[config.mk]
export PLATFORM = sky130hd
export DESIGN_NAME = aap_fetch_stage
export DESIGN_NICKNAME = d
export VERILOG_FILES = /design/src/rtl/aap_fetch_stage.sv
export SDC_FILE = /design/constraint.sdc
export NUM_CORES = 1
export LEC_CHECK = 0
export CORE_UTILIZATION = 55
export CTS_BUF_LIST = sky130_fd_sc_hd__clkbuf_16
export DETAILED_ROUTE_END_ITERATION = 6
export PLACE_DENSITY = 0.85
export SYNTH_ARGS = -nofsm -noshare
export SYNTH_HDL_FRONTEND = slang
export SYNTH_SLANG_ARGS = --single-unit
[constraint.sdc]
create_clock -name clock -period 6.6 [get_ports clock]
set_input_delay 0.99 -clock clock [delete_from_list [all_inputs] [get_ports clock]]
set_output_delay 0.99 -clock clock [all_outputs]
set_load 0.03 [all_outputs]
[src/rtl/aap_fetch_stage.sv]
// -----------------------------------------------------------------------------
// aap_fetch_stage
//
// Instruction fetch front end for the 16-bit AAP decoder. It holds the
// word-addressed PC, issues in-order reads to instruction memory, and buffers
// the returned words in a small FIFO. Each buffered word is tagged as either
// the first word of an instruction or the extension word of a 32-bit
// instruction. A branch redirect flushes the buffer, reloads the PC, and
// discards any read data that is still in flight.
//
// Ports
//   clock           in   1           rising-edge clock
//   reset           in   1           asynchronous, active-high
//   imem_req        out  1           read request
//   imem_addr       out  ADDR_WIDTH  read word address (== PC)
//   imem_gnt        in   1           request accepted this cycle
//   imem_rvalid     in   1           read data valid, returned in request order
//   imem_rdata      in   16          read data
//   redirect_valid  in   1           restart fetch at redirect_pc
//   redirect_pc     in   ADDR_WIDTH  new PC
//   fetch_valid     out  1           FIFO head holds a word
//   fetch_ready     in   1           decoder accepts the head word
//   fetchoutput     out  16          head instruction word
//   fetch_pc        out  ADDR_WIDTH  address of the head word
//   fetch_ext       out  1           head word is an extension word
// -----------------------------------------------------------------------------
module aap_fetch_stage #(
    parameter int                    ADDR_WIDTH = 24,
    parameter logic [ADDR_WIDTH-1:0] RESET_PC   = '0,
    parameter int                    FIFO_DEPTH = 2
) (
    input  logic                  clock,
    input  logic                  reset,
    output logic                  imem_req,
    output logic [ADDR_WIDTH-1:0] imem_addr,
    input  logic                  imem_gnt,
    input  logic                  imem_rvalid,
    input  logic [15:0]           imem_rdata,
    input  logic                  redirect_valid,
    input  logic [ADDR_WIDTH-1:0] redirect_pc,
    output logic                  fetch_valid,
    input  logic                  fetch_ready,
    output logic [15:0]           fetchoutput,
    output logic [ADDR_WIDTH-1:0] fetch_pc,
    output logic                  fetch_ext
);

    localparam int PTR_W = $clog2(FIFO_DEPTH);
    localparam int CNT_W = PTR_W + 1;

    typedef enum logic [1:0] {
        BOOT  = 2'd0,
        RUN   = 2'd1,
        DRAIN = 2'd2
    } state_t;

    state_t                state_reg, state_next;
    logic [ADDR_WIDTH-1:0] pc_reg, pc_next;
    // In DRAIN no new requests are issued, so the outstanding count is also
    // the number of stale responses still to be discarded.
    logic [CNT_W-1:0]      outstanding_reg, outstanding_next;
    logic [CNT_W-1:0]      count_reg, count_next;
    logic [PTR_W-1:0]      wr_ptr_reg, wr_ptr_next;
    logic [PTR_W-1:0]      rd_ptr_reg, rd_ptr_next;
    // Set when the last pushed word opened a 32-bit instruction, so the next
    // pushed word is its extension.
    logic                  ext_pending_reg, ext_pending_next;

    logic [15:0]           data_mem [FIFO_DEPTH];
    logic [ADDR_WIDTH-1:0] pc_mem   [FIFO_DEPTH];
    logic                  ext_mem  [FIFO_DEPTH];

    logic                  grant;
    logic                  resp;
    logic                  push;
    logic                  pop;
    logic [CNT_W:0]        in_use;

    // Credit: every outstanding request owns a FIFO slot, so a response can
    // always be pushed without back-pressure on the memory.
    assign in_use    = {1'b0, outstanding_reg} + {1'b0, count_reg};
    assign imem_req  = (state_reg == RUN) && !redirect_valid
                       && (in_use < (CNT_W+1)'(FIFO_DEPTH));
    assign imem_addr = pc_reg;

    assign grant = imem_req && imem_gnt;
    // Responses with nothing outstanding (e.g. stale data after reset) are ignored.
    assign resp  = imem_rvalid && (outstanding_reg != '0);
    // A response arriving in a redirect cycle belongs to the old stream.
    assign push  = resp && (state_reg == RUN) && !redirect_valid;
    assign pop   = fetch_valid && fetch_ready;

    always_comb begin
        state_next       = state_reg;
        pc_next          = pc_reg;
        outstanding_next = outstanding_reg + CNT_W'(grant) - CNT_W'(resp);
        count_next       = count_reg + CNT_W'(push) - CNT_W'(pop);
        wr_ptr_next      = wr_ptr_reg;
        rd_ptr_next      = rd_ptr_reg;
        ext_pending_next = ext_pending_reg;

        if (grant) begin
            pc_next = pc_reg + ADDR_WIDTH'(1);
        end
        if (push) begin
            wr_ptr_next      = wr_ptr_reg + PTR_W'(1);
            ext_pending_next = imem_rdata[15] && !ext_pending_reg;
        end
        if (pop) begin
            rd_ptr_next = rd_ptr_reg + PTR_W'(1);
        end

        case (state_reg)
            BOOT: begin
                state_next = RUN;
            end
            RUN: begin
                if (redirect_valid && (outstanding_next != '0)) begin
                    state_next = DRAIN;
                end
            end
            DRAIN: begin
                // Leaving DRAIN once nothing stale is left avoids waiting for
                // responses that will never come, even on a repeated redirect.
                if (outstanding_next == '0) begin
                    state_next = RUN;
                end
            end
            default: begin
                state_next = BOOT;
            end
        endcase

        // Redirect wins over everything else: a same-cycle pop has already
        // consumed the head word, the rest of the buffer is dropped.
        if (redirect_valid) begin
            pc_next          = redirect_pc;
            count_next       = '0;
            wr_ptr_next      = '0;
            rd_ptr_next      = '0;
            ext_pending_next = 1'b0;
        end
    end

    always_ff @(posedge clock or posedge reset) begin
        if (reset) begin
            state_reg       <= BOOT;
            pc_reg          <= RESET_PC;
            outstanding_reg <= '0;
            count_reg       <= '0;
            wr_ptr_reg      <= '0;
            rd_ptr_reg      <= '0;
            ext_pending_reg <= 1'b0;
        end else begin
            state_reg       <= state_next;
            pc_reg          <= pc_next;
            outstanding_reg <= outstanding_next;
            count_reg       <= count_next;
            wr_ptr_reg      <= wr_ptr_next;
            rd_ptr_reg      <= rd_ptr_next;
            ext_pending_reg <= ext_pending_next;
        end
    end

    // Storage needs no reset: the outputs are masked while the FIFO is empty.
    // The PC tag is the address of the oldest outstanding request, which is
    // the current PC minus the number still in flight.
    always_ff @(posedge clock) begin
        if (push) begin
            data_mem[wr_ptr_reg] <= imem_rdata;
            pc_mem[wr_ptr_reg]   <= pc_reg - ADDR_WIDTH'(outstanding_reg);
            ext_mem[wr_ptr_reg]  <= ext_pending_reg;
        end
    end

    assign fetch_valid = (count_reg != '0);
    assign fetchoutput = fetch_valid ? data_mem[rd_ptr_reg] : 16'h0000;
    assign fetch_pc    = fetch_valid ? pc_mem[rd_ptr_reg]   : '0;
    assign fetch_ext   = fetch_valid ? ext_mem[rd_ptr_reg]  : 1'b0;

    always @(posedge clock) begin
        if (!reset && push && !pop) begin
            assert (count_reg != CNT_W'(FIFO_DEPTH));
        end
    end

endmodule

; ---- After elaboration in Yosys (flattened, before gate mapping)
; Memories as Yosys holds them, arrays and structs flattened.
; Cells that the tools add are included.
[word_totals]
reg_bits = 33
ram_bits = 82
input_bits = 46
out_inout_bits = 67
n_memories = 3
[mem_list]
columns = memory, depth, width, rd, rd_clocked_by_memory_dff, write_ports, line_no
row1 = pc_mem, 2, 24, 1, 0, 1, 70  ; logic [ADDR_WIDTH-1:0] pc_mem [FIFO_DEPTH];
row2 = data_mem, 2, 16, 1, 0, 1, 69  ; logic [15:0] data_mem [FIFO_DEPTH];
row3 = ext_mem, 2, 1, 1, 0, 1, 71  ; logic ext_mem [FIFO_DEPTH];
[classes]
add_sub_neg = 9
n_lt_le_gt_ge = 1
eq_ne = 4
muxes = 17
n_reduce_logical = 20
[op_table]
columns = cell, count
row1 = $mux 24, 3
row2 = $add 24x1->24 const B, 1
row3 = $sub 24x2->24, 1
row4 = $mux 16, 1
row5 = $reduce_bool 2->1, 6
row6 = $logic_and 1x1->1, 9
row7 = $mux 1, 9
row8 = $mux 2, 3
row9 = $pmux 2 s3, 1
row10 = $add 2x1->2, 2
row11 = $logic_not 2->1, 2
row12 = $sub 2x1->2, 2
row13 = $add 2x2->3, 1
row14 = $lt 3x2->1 const B, 1
row15 = $add 1x1->1 const B, 2
row16 = $eq 2x1->1 const B, 1
row17 = $eq 2x2->1 const B, 1
row18 = $logic_not 1->1, 2
row19 = $ne 2x1->1 const B, 1
row20 = $ne 2x2->1 const B, 1
row21 = $reduce_and 2->1, 1

; ---- Longest topological paths before layout
; Gate-level depths: netlist (run 1).
[logic_depth]
depth_word = 10
ltp_mapped = 14
mapped_depth_nobuf = 13

; ---- Worst setup path after synthesis (run 1)
; No wires, ideal clock.
[synth_path]
kind = input-to-reg
from = input port redirect_valid
to = memory data_mem[0][0] (enable)
setup_time_ns = 0.439
t_arrival_ns = 3.322
setup_slack_ns = 2.838
cell_stages = 3
path_buffers = 1
cell_sequence = clkbuf_1 > or3_1 > nor2_1
[synth_between]
elab_chain_cells = 4
[synth_lines]
columns = element, line_no
row1 = start: declaration, 39  ; input logic redirect_valid,
row2 = $logic_not 1->1, 90  ; assign push = resp && (state_reg == RUN) && !redirect_valid;
row3 = $logic_and 1x1->1, 90
row4 = $mux 1, 169  ; if (push) begin
row5 = $mux 1 (not written as such), 170  ; data_mem[wr_ptr_reg] <= imem_rdata;
row6 = end: declaration, 69
; Every way passes these cells.

; ---- Worst setup path in the final report (run 1)
[layout_path]
from = input port imem_gnt
to = register state_reg[0]
[layout_between]
elab_chain_cells = 7
word_cells_on_any_way = 9
[layout_lines]
columns = element, line_no
row1 = start: declaration, 36  ; input logic imem_gnt,
row2 = $logic_and 1x1->1 (*), 86  ; assign grant = imem_req && imem_gnt;
row3 = $add 2x1->2 (*), 96  ; outstanding_next = outstanding_reg + CNT_W'(grant) - CNT_W'(resp);
row4 = $sub 2x1->2 (*), 96
row5 = named net outstanding_next[1], 61  ; logic [CNT_W-1:0] outstanding_reg, outstanding_next;
row6 = $reduce_bool 2->1, 118  ; if (redirect_valid && (outstanding_next != '0)) begin
row7 = $logic_and 1x1->1, 118
row8 = $ne 2x1->1 (no source line), --
row9 = $reduce_and 2->1 (no source line) (*), --
row10 = end signal: assignment, 155  ; state_reg <= state_next;
row11 = end: declaration, 57  ; state_t state_reg, state_next;
; The timed path passes the listed nets; every way through them passes the cells marked *.
; A chain may end at the register's enable or synchronous reset.

==> results of run 1 <==
[per-stage QoR]
stage	setup WS, ns	instances	cell area (µm²)	utilization [%]	hold slack, ns
after CTS	2.71	721	7260	74.7	0.507
after global routing	2.37	721	7260	74.7	0.526
after floorplan	2.84	471	5490	-	0.449
after detailed placement	2.31	689	6700	68.8	0.500
final	2.60	721	7260	74.7	0.508
after global placement	2.50	689	6700	68.8	0.484
[layer usage]
metal	global-route usage (%)	vias to the layer above	wire length [µm]	part of all wire [%]
met3	5.61	23	734	6.2
met5	0	-	0	0
met4	10.8	0	226	1.9
met2	39.5	172	5750	48
met1	30.8	1927	5200	44
li1	-	1902	-	-
[cell type report]
type	instances	area (µm²)	area share (%)
Multi-Input combinational cell	306	2020	27.8
Clock inverter	15	143	1.96
Sequential cell	115	3290	45.3
Inverter	20	75.1	1.03
Clock buffer	17	425	5.86
Timing Repair Buffer	115	1140	15.7
Tap cell	133	166	2.29
[cell usage in the layout (no fill, tap or decap), types with 5 or more instances in the layout]
| cell type | n |
|---|---|
| xnor2_1 | 16 |
| mux2i_1 | 42 |
| nor2_1 | 63 |
| nor2b_1 | 12 |
| clkinvlp_4 | 5 |
| o21ai_0 | 18 |
| clkdlybuf4s50_1 | 112 |
| nor4_1 | 6 |
| a21oi_1 | 12 |
| nor3_1 | 10 |
| xor2_1 | 12 |
| o311ai_0 | 11 |
| dfrtp_1 | 32 |
| nand3_1 | 8 |
| clkbuf_16 | 17 |
| ha_1 | 7 |
| nand2_1 | 37 |
| inv_1 | 21 |
| nand4_1 | 7 |
| edfxtp_1 | 82 |
[cell families (layout without fill, tap and decap cells)]
kind of cell             after synthesis  count (layout)  share of synthesized area [%]
AO/OA/AOI/OAI                         56              56                           6.79
flip-flops                           115             115                           59.9
adder cells (fa/ha/maj)                9               9                           2.33
multiplexers                          42              42                           7.66
AND/OR/NAND/NOR                      170             170                           14.9
buffers and inverters                 50             167                           3.67
XOR/XNOR                              29              29                           4.76
[worst max-delay path, delay by kind of cell]
family	cells	cell delay, ns
xor+xnor	2	0.37
compound gates	2	0.19
fa+ha+maj	2	0.58
simple gates	3	1.27
buf+inv	3	0.88
[power by group through the flow]
stage | registers (mW) | clock network [mW] | logic [mW]
floorplan | 1.01 | 0 | 0.608
global placement | 1.00 | 0 | 0.937
detailed placement | 1.01 | 0 | 0.961
CTS | 0.999 | 0.872 | 0.969
global route | 1.01 | 0.906 | 1.04
finish | 1.00 | 0.865 | 0.965
[worst paths after layout]
check | to | depth (start not counted) | slack [ns]
worst min register to register | state_reg[0]$_DFFE_PP0P_ | 1 | 0.51
worst min-delay path | state_reg[0]$_DFFE_PP0P_ | 1 | 0.51
worst max-delay path | state_reg[0]$_DFFE_PP0P_ | 12 | 2.60
max in group asynchronous | rd_ptr_reg$_DFFE_PP0P_ | 3 | 5.30
min in group asynchronous | imem_addr[14]$_DFFE_PP0P_ | 3 | 0.96
worst max register to register | state_reg[0]$_DFFE_PP0P_ | 13 | 2.63
==> results.py, run 1 <==
metrics = {
    "clocking": {
        "h-tree-depth": 4,
        "cts_resized": 0,
        "path_clk_slew_ns": 0.05,
        "cts_made_buffers": 17,
        "cts_tree": "done",
        "cts_setup_buffers": 0,
        "cts_hold_buf": 0,
        "cts-root-buf": "clkbuf_16",
        "ctsLongestPathBuffers": 2,
        "cts.sinks": 115,
        "clk_latency_ns": 0.41,
    },
    "logic_synthesis": {
        "ys_seq_area_share_pct": 59.9,
        "synth_area_leaders": "edfxtp_1 45%, dfrtp_1 15%, mux2i_1 7.7%, nor2_1 4.5%, xnor2_1 2.6%",
        "ys.flop_type": "edfxtp_1",
        "synth_edf_count": 82,
        "ys_ff_latch": 115,
        "synthesis.area_um2": 5490,
        "postSynthCellCount": 471,
        "synth_cell_types": 45,
        "syn-num-nets": 526,
        "synth_commonest_cells": "82 x edfxtp_1, 66 x nor2_1, 42 x mux2i_1",
        "synth_top_area_share_pct": 44.9,
        "yosysWarningCount": 0,
        "synth_top_area_cell": "edfxtp_1",
        "synthArstFlopShare_pct": 28.7,
        "syn_area_per_cell_um2": 11.7,
        "synth.most_common_cell": "edfxtp_1",
    },
    "run_status": {
        "status": "completed",
    },
    "floorplanning": {
        "start_util_pct": 56.4,
        "die_area_um2": 10400,
        "die_h_um": 102,
        "rows": 36,
        "core-area_um2": 9730,
        "io_pins": 113,
        "die_w_um": 102,
    },
    "critical_path": {
        "startpoint": "imem_gnt",
        "crit_required_ns": 6.89,
        "max_stage_delay_ns": 0.64,
        "rr_startpoint": "count_reg[0]$_DFF_PP0_",
        "cp-start-kind": "primary input",
        "crit_path_end_kind": "flop",
        "worstPathCellList": "clkdlybuf4s50_1 > nor4bb_1 > and2_0 > inv_1 > ha_1 > inv_1 > ha_1 > xnor2_1 > xnor2_1 > nor2_1 > a21oi_1 > a21oi_1",
        "cp_slowest_cell": "and2_0",
        "arrival_ns": 4.29,
        "crit_type": "in -> reg",
        "crit_path_max_fanout": 14,
    },
    "power_and_ir_drop": {
        "p_total_mw": 2.83,
        "powerDensity_nw_per_um2": 390,
        "swShare_pct": 35.0,
        "internal_power_mw": 1.84,
        "power_frac_comb_pct": 34.1,
        "p_sw_mw": 0.990,
        "p_seq_share_pct": 35.4,
        "p_leak_nw": 2.60,
        "pwr-share-clk_pct": 30.6,
        "vdd_drop_max_mv": 0.235,
    },
    "final_layout": {
        "fillers": 648,
        "final_net_count": 630,
        "drive_gt1_share_pct": 6.97,
        "syn_to_final_growth_pct": 32.3,
        "antennaDiodeCount": 0,
        "max_flop_register": "pc_mem",
        "largest_register_ffs": 48,
    },
    "global_routing": {
        "grt_max_degree": 43,
        "grt_pass1_wl_um": 18900,
        "grt_pass1_vias": 3995,
        "grt-ovfl-total": 0,
        "antenna_found_initial": 0,
        "grt_use_total_pct": 24.1,
    },
    "timing": {
        "post-route-min-period_ns": 4.00,
        "max_slew_margin_pct": 20.1,
        "fin_skew_ns": 0.0171,
        "fmax_ghz": 0.250,
        "finalSetupViolCount": 0,
        "tightestPinTransition_ns": 1.20,
        "drv_slew": 0,
        "grt_setup_unrepaired": "no",
        "fin_setup_tns_ns": 0,
        "finalCritPeriodShare_pct": 60.6,
        "final_hold_viol_count": 0,
    },
    "route": {
        "drt_iter0_drc": 226,
        "routed_via_density": 5.58,
        "drtPass1Iterations": 4,
        "wirelength_um": 11900,
        "drt-wirelength-per-cell_um": 16.5,
        "drcViolationCount": 0,
        "postRouteAntennaNets": 0,
        "vias": 4024,
    },
    "flow_run": {
        "drv_cap": 0,
    },
    "placement": {
        "dp_hpwl_um": 7710,
        "portBuffers": 112,
        "place_congestion": 0.812,
    },
    "min_path": {
        "hold_path_class": "reg -> reg",
        "min_from": "state_reg[1]$_DFFE_PP0P_",
    },
}
Note: power is estimated with default switching activity, not from simulation.
==> run 2: changes to the inputs <==
Settings changed: CORE_UTILIZATION 55 to 52, PLACE_DENSITY 0.85 to 0.81.
Clock period 6.6 ns to 4.2 ns, I/O delays scaled along.
==> run 2 against run 1 <==
  * Critical path depth grew 1
  * Register-to-register slack lost 1.7 ns
  * Global-route usage shrank 2.4 points
  * Flip-flop and latch count is the same
  * The flow now finishes with violations (design-rule violations)
  * Count of clock-buffer cells in the layout is the same
  * Die area grew 5.7%
  * Setup slack lost 1.6 ns
  * Critical path type is now reg -> reg
  * Via count shrank 2.1%
  * Clock skew shrank 0.0076 ns
  * Sequential power grew 58%
  * Largest cell class unchanged
==> results.py, run 2 (synthesized netlist as in run 1, its figures left out) <==
metrics = {
    "critical_path": {
        "rr_startpoint": "count_reg[0]$_DFF_PP0_",
        "crit_required_ns": 4.48,
        "arrival_ns": 3.53,
        "crit_path_max_fanout": 13,
        "cp-start-kind": "flop",
        "crit_type": "reg -> reg",
        "crit_path_end_kind": "flop",
        "startpoint": "count_reg[0]$_DFF_PP0_",
    },
    "power_and_ir_drop": {
        "p_total_mw": 4.40,
        "vdd_drop_max_mv": 0.333,
        "p_leak_nw": 2.63,
        "powerDensity_nw_per_um2": 604,
    },
    "timing": {
        "finalCritPeriodShare_pct": 77.3,
        "fin_setup_tns_ns": 0,
        "drv_slew": 0,
        "max_slew_margin_pct": 39.9,
        "finalSetupViolCount": 0,
        "fin_skew_ns": 0.00948,
        "grt_setup_unrepaired": "no",
        "final_hold_viol_count": 0,
        "post-route-min-period_ns": 3.24,
        "tightestPinTransition_ns": 0.900,
        "fmax_ghz": 0.308,
    },
    "final_layout": {
        "layout_common_cells": "112 x clkdlybuf4s50_1, 82 x edfxtp_1, 63 x nor2_1, 42 x mux2i_1, 37 x nand2_1",
        "max_flop_register": "pc_mem",
        "syn_to_final_growth_pct": 32.8,
        "drive_gt1_share_pct": 7.08,
        "fillers": 733,
        "largest_register_ffs": 48,
        "fin_util_pct": 70.9,
        "antennaDiodeCount": 0,
        "mostFrequentLayoutCell": "clkdlybuf4s50_1",
        "final_net_count": 635,
    },
    "route": {
        "drtPass1Iterations": 6,
        "vias": 3940,
        "drcViolationCount": 2,
        "drt-wirelength-per-cell_um": 15.4,
        "drt_iter0_drc": 231,
        "postRouteAntennaNets": 0,
        "routed_via_density": 5.40,
        "wirelength_um": 11200,
    },
    "floorplanning": {
        "start_util_pct": 53.4,
        "rows": 37,
        "die_w_um": 105,
        "die_h_um": 105,
        "core-area_um2": 10300,
        "die_area_um2": 11000,
        "io_pins": 113,
    },
    "clocking": {
        "cts_made_buffers": 17,
        "h-tree-depth": 4,
        "cts_setup_buffers": 0,
        "cts_hold_buf": 0,
        "cts_tree": "done",
        "cts.sinks": 115,
        "path_clk_slew_ns": 0.05,
        "cts-root-buf": "clkbuf_16",
        "clk_latency_ns": 0.40,
        "ctsLongestPathBuffers": 2,
        "cts_resized": 0,
    },
    "placement": {
        "place_congestion": 0.842,
        "dp_hpwl_um": 7550,
        "portBuffers": 112,
    },
    "global_routing": {
        "met2_usage_pct": 35.3,
        "use_met3_pct": 5.36,
        "antenna_found_initial": 0,
        "grt_use_met1_pct": 28.4,
        "grt_use_total_pct": 21.7,
        "grt_max_degree": 43,
        "busiest_layer": "met2",
        "grt-ovfl-total": 0,
        "grt_pass1_wl_um": 18600,
        "grt_pass1_vias": 3849,
    },
    "run_status": {
        "violations": "design-rule violations",
        "status": "finished with violations",
    },
    "flow_run": {
        "drv_cap": 0,
    },
    "min_path": {
        "hold_path_class": "reg -> reg",
        "min_from": "state_reg[1]$_DFFE_PP0P_",
    },
}
## run 2: final timing paths
path	endpoint	slack, ns	cells past startpoint
worst max-delay path	state_reg[0]$_DFFE_PP0P_	0.96	13
worst min-delay path	state_reg[0]$_DFFE_PP0P_	0.51	1
worst max register to register	state_reg[0]$_DFFE_PP0P_	0.96	13
worst min register to register	state_reg[0]$_DFFE_PP0P_	0.51	1
max in group asynchronous	imem_addr[23]$_DFFE_PP0P_	2.79	3
min in group asynchronous	imem_addr[7]$_DFFE_PP0P_	0.70	2
## run 2: critical path: stages, from the launching register on
cell and delay (ns):
dfrtp_1 0.42, and2_1 0.19, fa_1 0.39, nor4bb_1 0.48
and2_0 0.23, inv_1 0.20, ha_1 0.35, inv_1 0.04
ha_1 0.19, xnor2_1 0.18, xnor2_1 0.17, nor2_1 0.09
a21oi_1 0.14, a21oi_1 0.06
## run 2: stage by stage
step	cell area [µm²]	setup slack [ns]	hold WS (ns)	cells
after floorplan	5490	0.798	0.449	471
after global placement	6740	1.04	0.484	697
after detailed placement	6740	0.903	0.500	697
after CTS	7290	0.937	0.513	729
after global routing	7290	0.763	0.541	729
final	7290	0.955	0.513	729
## run 2: cell type report
type                            count  area [µm²]  share of cell area [%]
Multi-Input combinational cell    306        2020                    27.7
Clock buffer                       17         425                    5.84
Sequential cell                   115        3290                    45.1
Inverter                           20        75.1                    1.03
Timing Repair Buffer              120        1180                    16.2
Clock inverter                     15         125                    1.72
Tap cell                          136         170                    2.33
## run 2: report_power, final
group / internal (mW) / leakage (nW) / switching [mW]
Combinational: 0.622 / 1.21 / 0.888
Sequential: 1.42 / 1.15 / 0.166
Clock: 0.851 / 0.271 / 0.458
## run 2: per-layer routing
metal / wire length (µm) / share of wire [%]
met5: 0 / 0
met4: 184 / 1.6
met3: 665 / 5.9
met2: 5390 / 48
met1: 4970 / 44
==> run 3: changes to the inputs <==
Clock period 4.2 ns to 3.4 ns, I/O delays scaled along.
==> run 3 against run 2 <==
  * The run now ends clean
  * Die area is the same
  * Worst hold slack got worse by 0.016 ns
  * Clock skew about the same
  * Wire length is 3.9% higher
  * Cell area increased by 1.4%
  * Global-route usage up 0.85 points
  * Register-to-register slack got worse by 0.44 ns
  * Flip-flop and latch count is the same
  * Combinational power is 26% higher
  * Power up 29%
  * Sequential power grew 24%
  * Core utilization is 1.0 points higher
  * Highest routed layer unchanged
==> results.py, run 3 (synthesized netlist as in run 1, its figures left out) <==
metrics = {
    "run_status": {
        "status": "completed",
    },
    "power_and_ir_drop": {
        "power_frac_comb_pct": 33.5,
        "p_sw_mw": 1.91,
        "swShare_pct": 33.7,
        "p_seq_share_pct": 34.6,
        "powerDensity_nw_per_um2": 766,
        "vdd_drop_max_mv": 0.382,
        "internal_power_mw": 3.76,
        "pwr-share-clk_pct": 31.9,
        "p_leak_nw": 2.67,
    },
    "global_routing": {
        "antenna_found_initial": 0,
        "grt-ovfl-total": 0,
        "grt_max_degree": 40,
        "grt_use_total_pct": 22.5,
        "grt_pass1_wl_um": 19300,
        "grt_pass1_vias": 4077,
    },
    "route": {
        "wirelength_um": 11700,
        "drtPass1Iterations": 7,
        "postRouteAntennaNets": 0,
        "drt_iter0_drc": 220,
        "routed_via_density": 5.55,
        "drt-wirelength-per-cell_um": 15.9,
        "vias": 4061,
        "drcViolationCount": 0,
    },
    "critical_path": {
        "cp_slowest_cell": "nor2_4",
        "r2r-end": "state_reg[0]$_DFFE_PP0P_",
        "r2r_cells": 14,
        "crit_path_end_kind": "output pin",
        "crit_required_ns": 2.89,
        "cp-start-kind": "flop",
        "arrival_ns": 2.45,
        "rr_startpoint": "count_reg[0]$_DFF_PP0_",
        "crit_path_max_fanout": 35,
        "crit_type": "reg -> out",
        "max_stage_delay_ns": 0.66,
        "worstPathCellList": "nor2_4 > buf_4 > nor2_1 > clkdlybuf4s50_1",
        "r2r_slack_ns": 0.52,
    },
    "timing": {
        "fin_skew_ns": 0.00904,
        "drv_slew": 0,
        "final_hold_viol_count": 0,
        "fmax_ghz": 0.337,
        "post-route-min-period_ns": 2.96,
        "finalCritPeriodShare_pct": 87.2,
        "fin_ws_ns": 0.436,
        "tightestPinTransition_ns": 0.847,
        "fin_setup_tns_ns": 0,
        "grt_setup_unrepaired": "no",
        "max_slew_margin_pct": 43.4,
        "finalSetupViolCount": 0,
    },
    "clocking": {
        "cts_tree": "done",
        "cts_made_buffers": 17,
        "cts_setup_buffers": 0,
        "path_clk_slew_ns": 0.06,
        "cts_hold_buf": 0,
        "h-tree-depth": 4,
        "clk_latency_ns": 0.40,
        "cts-root-buf": "clkbuf_16",
        "ctsLongestPathBuffers": 2,
        "cts_resized": 0,
        "cts.sinks": 115,
    },
    "placement": {
        "portBuffers": 112,
        "place_congestion": 0.836,
        "dp_hpwl_um": 7740,
        "pre_cts_ws_ns": 0.543,
        "dpl.cell_count": 701,
    },
    "final_layout": {
        "drive_gt1_share_pct": 8.39,
        "antennaDiodeCount": 0,
        "largest_register_ffs": 48,
        "max_flop_register": "pc_mem",
        "mostFrequentLayoutCell": "clkdlybuf4s50_1",
        "final_net_count": 639,
        "syn_to_final_growth_pct": 34.6,
        "layout_common_cells": "111 x clkdlybuf4s50_1, 82 x edfxtp_1, 63 x nor2_1, 42 x mux2i_1, 37 x nand2_1",
        "stdcell_count": 732,
    },
    "min_path": {
        "hold_path_class": "in -> async",
    },
    "floorplanning": {
        "start_util_pct": 53.4,
        "die_area_um2": 11000,
        "die_h_um": 105,
        "io_pins": 113,
        "die_w_um": 105,
        "core-area_um2": 10300,
        "rows": 37,
    },
    "flow_run": {
        "drv_cap": 0,
    },
}
## run 3: cell count changes in the layout (fill, tap and decap cells not counted)
cell	before	now
buf_12	0	1
buf_4	8	12
bufinv_16	2	4
clkdlybuf4s50_1	112	111
clkinv_1	4	2
clkinv_2	4	1
clkinv_4	0	1
clkinvlp_4	3	5
inv_1	22	20
inv_6	0	1
## run 3: stage by stage
| step | area (µm²) | total power, mW | hold slack, ns | util [%] |
|---|---|---|---|---|
| after floorplan | 5490 | 3.14 | 0.449 | - |
| final | 7390 | 5.66 | 0.497 | 71.9 |
| after global placement | 6780 | 3.82 | 0.479 | 65.9 |
| after detailed placement | 6780 | 3.88 | 0.488 | 65.9 |
| after CTS | 7390 | 5.70 | 0.498 | 71.9 |
| after global routing | 7390 | 5.91 | 0.526 | 71.9 |
## run 3: critical path: cells and delay by family (launching register included)
kind | cells | cell delay (ns)
flops | 1 | 0.44
buf+inv | 2 | 0.87
simple gates | 2 | 0.72
## run 3: worst max-delay path by stage
stage	startpoint	to	depth (start not counted)
finish	count_reg[1]$_DFF_PP0_	fetchoutput[0]	4
global route	count_reg[1]$_DFF_PP0_	fetchoutput[5]	4
CTS	count_reg[1]$_DFF_PP0_	fetchoutput[0]	4
detailed placement	count_reg[0]$_DFF_PP0_	state_reg[0]$_DFFE_PP0P_	14
global placement	imem_gnt	state_reg[0]$_DFFE_PP0P_	13
floorplan	redirect_valid	data_mem[0][0]$_DFFE_PP_	3
## run 3: power groups by stage
stage	Sequential (mW)	Combinational, mW	Clock [mW]
after CTS	1.95	1.92	1.83
after global placement	1.96	1.86	0
after floorplan	1.96	1.18	0
after global routing	1.98	2.04	1.88
final	1.96	1.90	1.80
after detailed placement	1.97	1.90	0
## run 3: per-layer routing
layer	routed length [µm]	GRT usage [%]	part of all wire (%)
met2	5780	37.3	50
met3	584	4.37	5.0
met4	175	8.85	1.5
met5	0	0	0
met1	5120	29.3	44
## run 3: area by class of cell
class | count | area, µm²
flip-flops and latches | 115 | 3290
fillers | 710 | 2890
multi-input cells | 306 | 2020
repair buffers | 124 | 1220
clock buffers | 17 | 425
clock inverters | 14 | 188
well taps | 136 | 170
inverters | 20 | 75.1
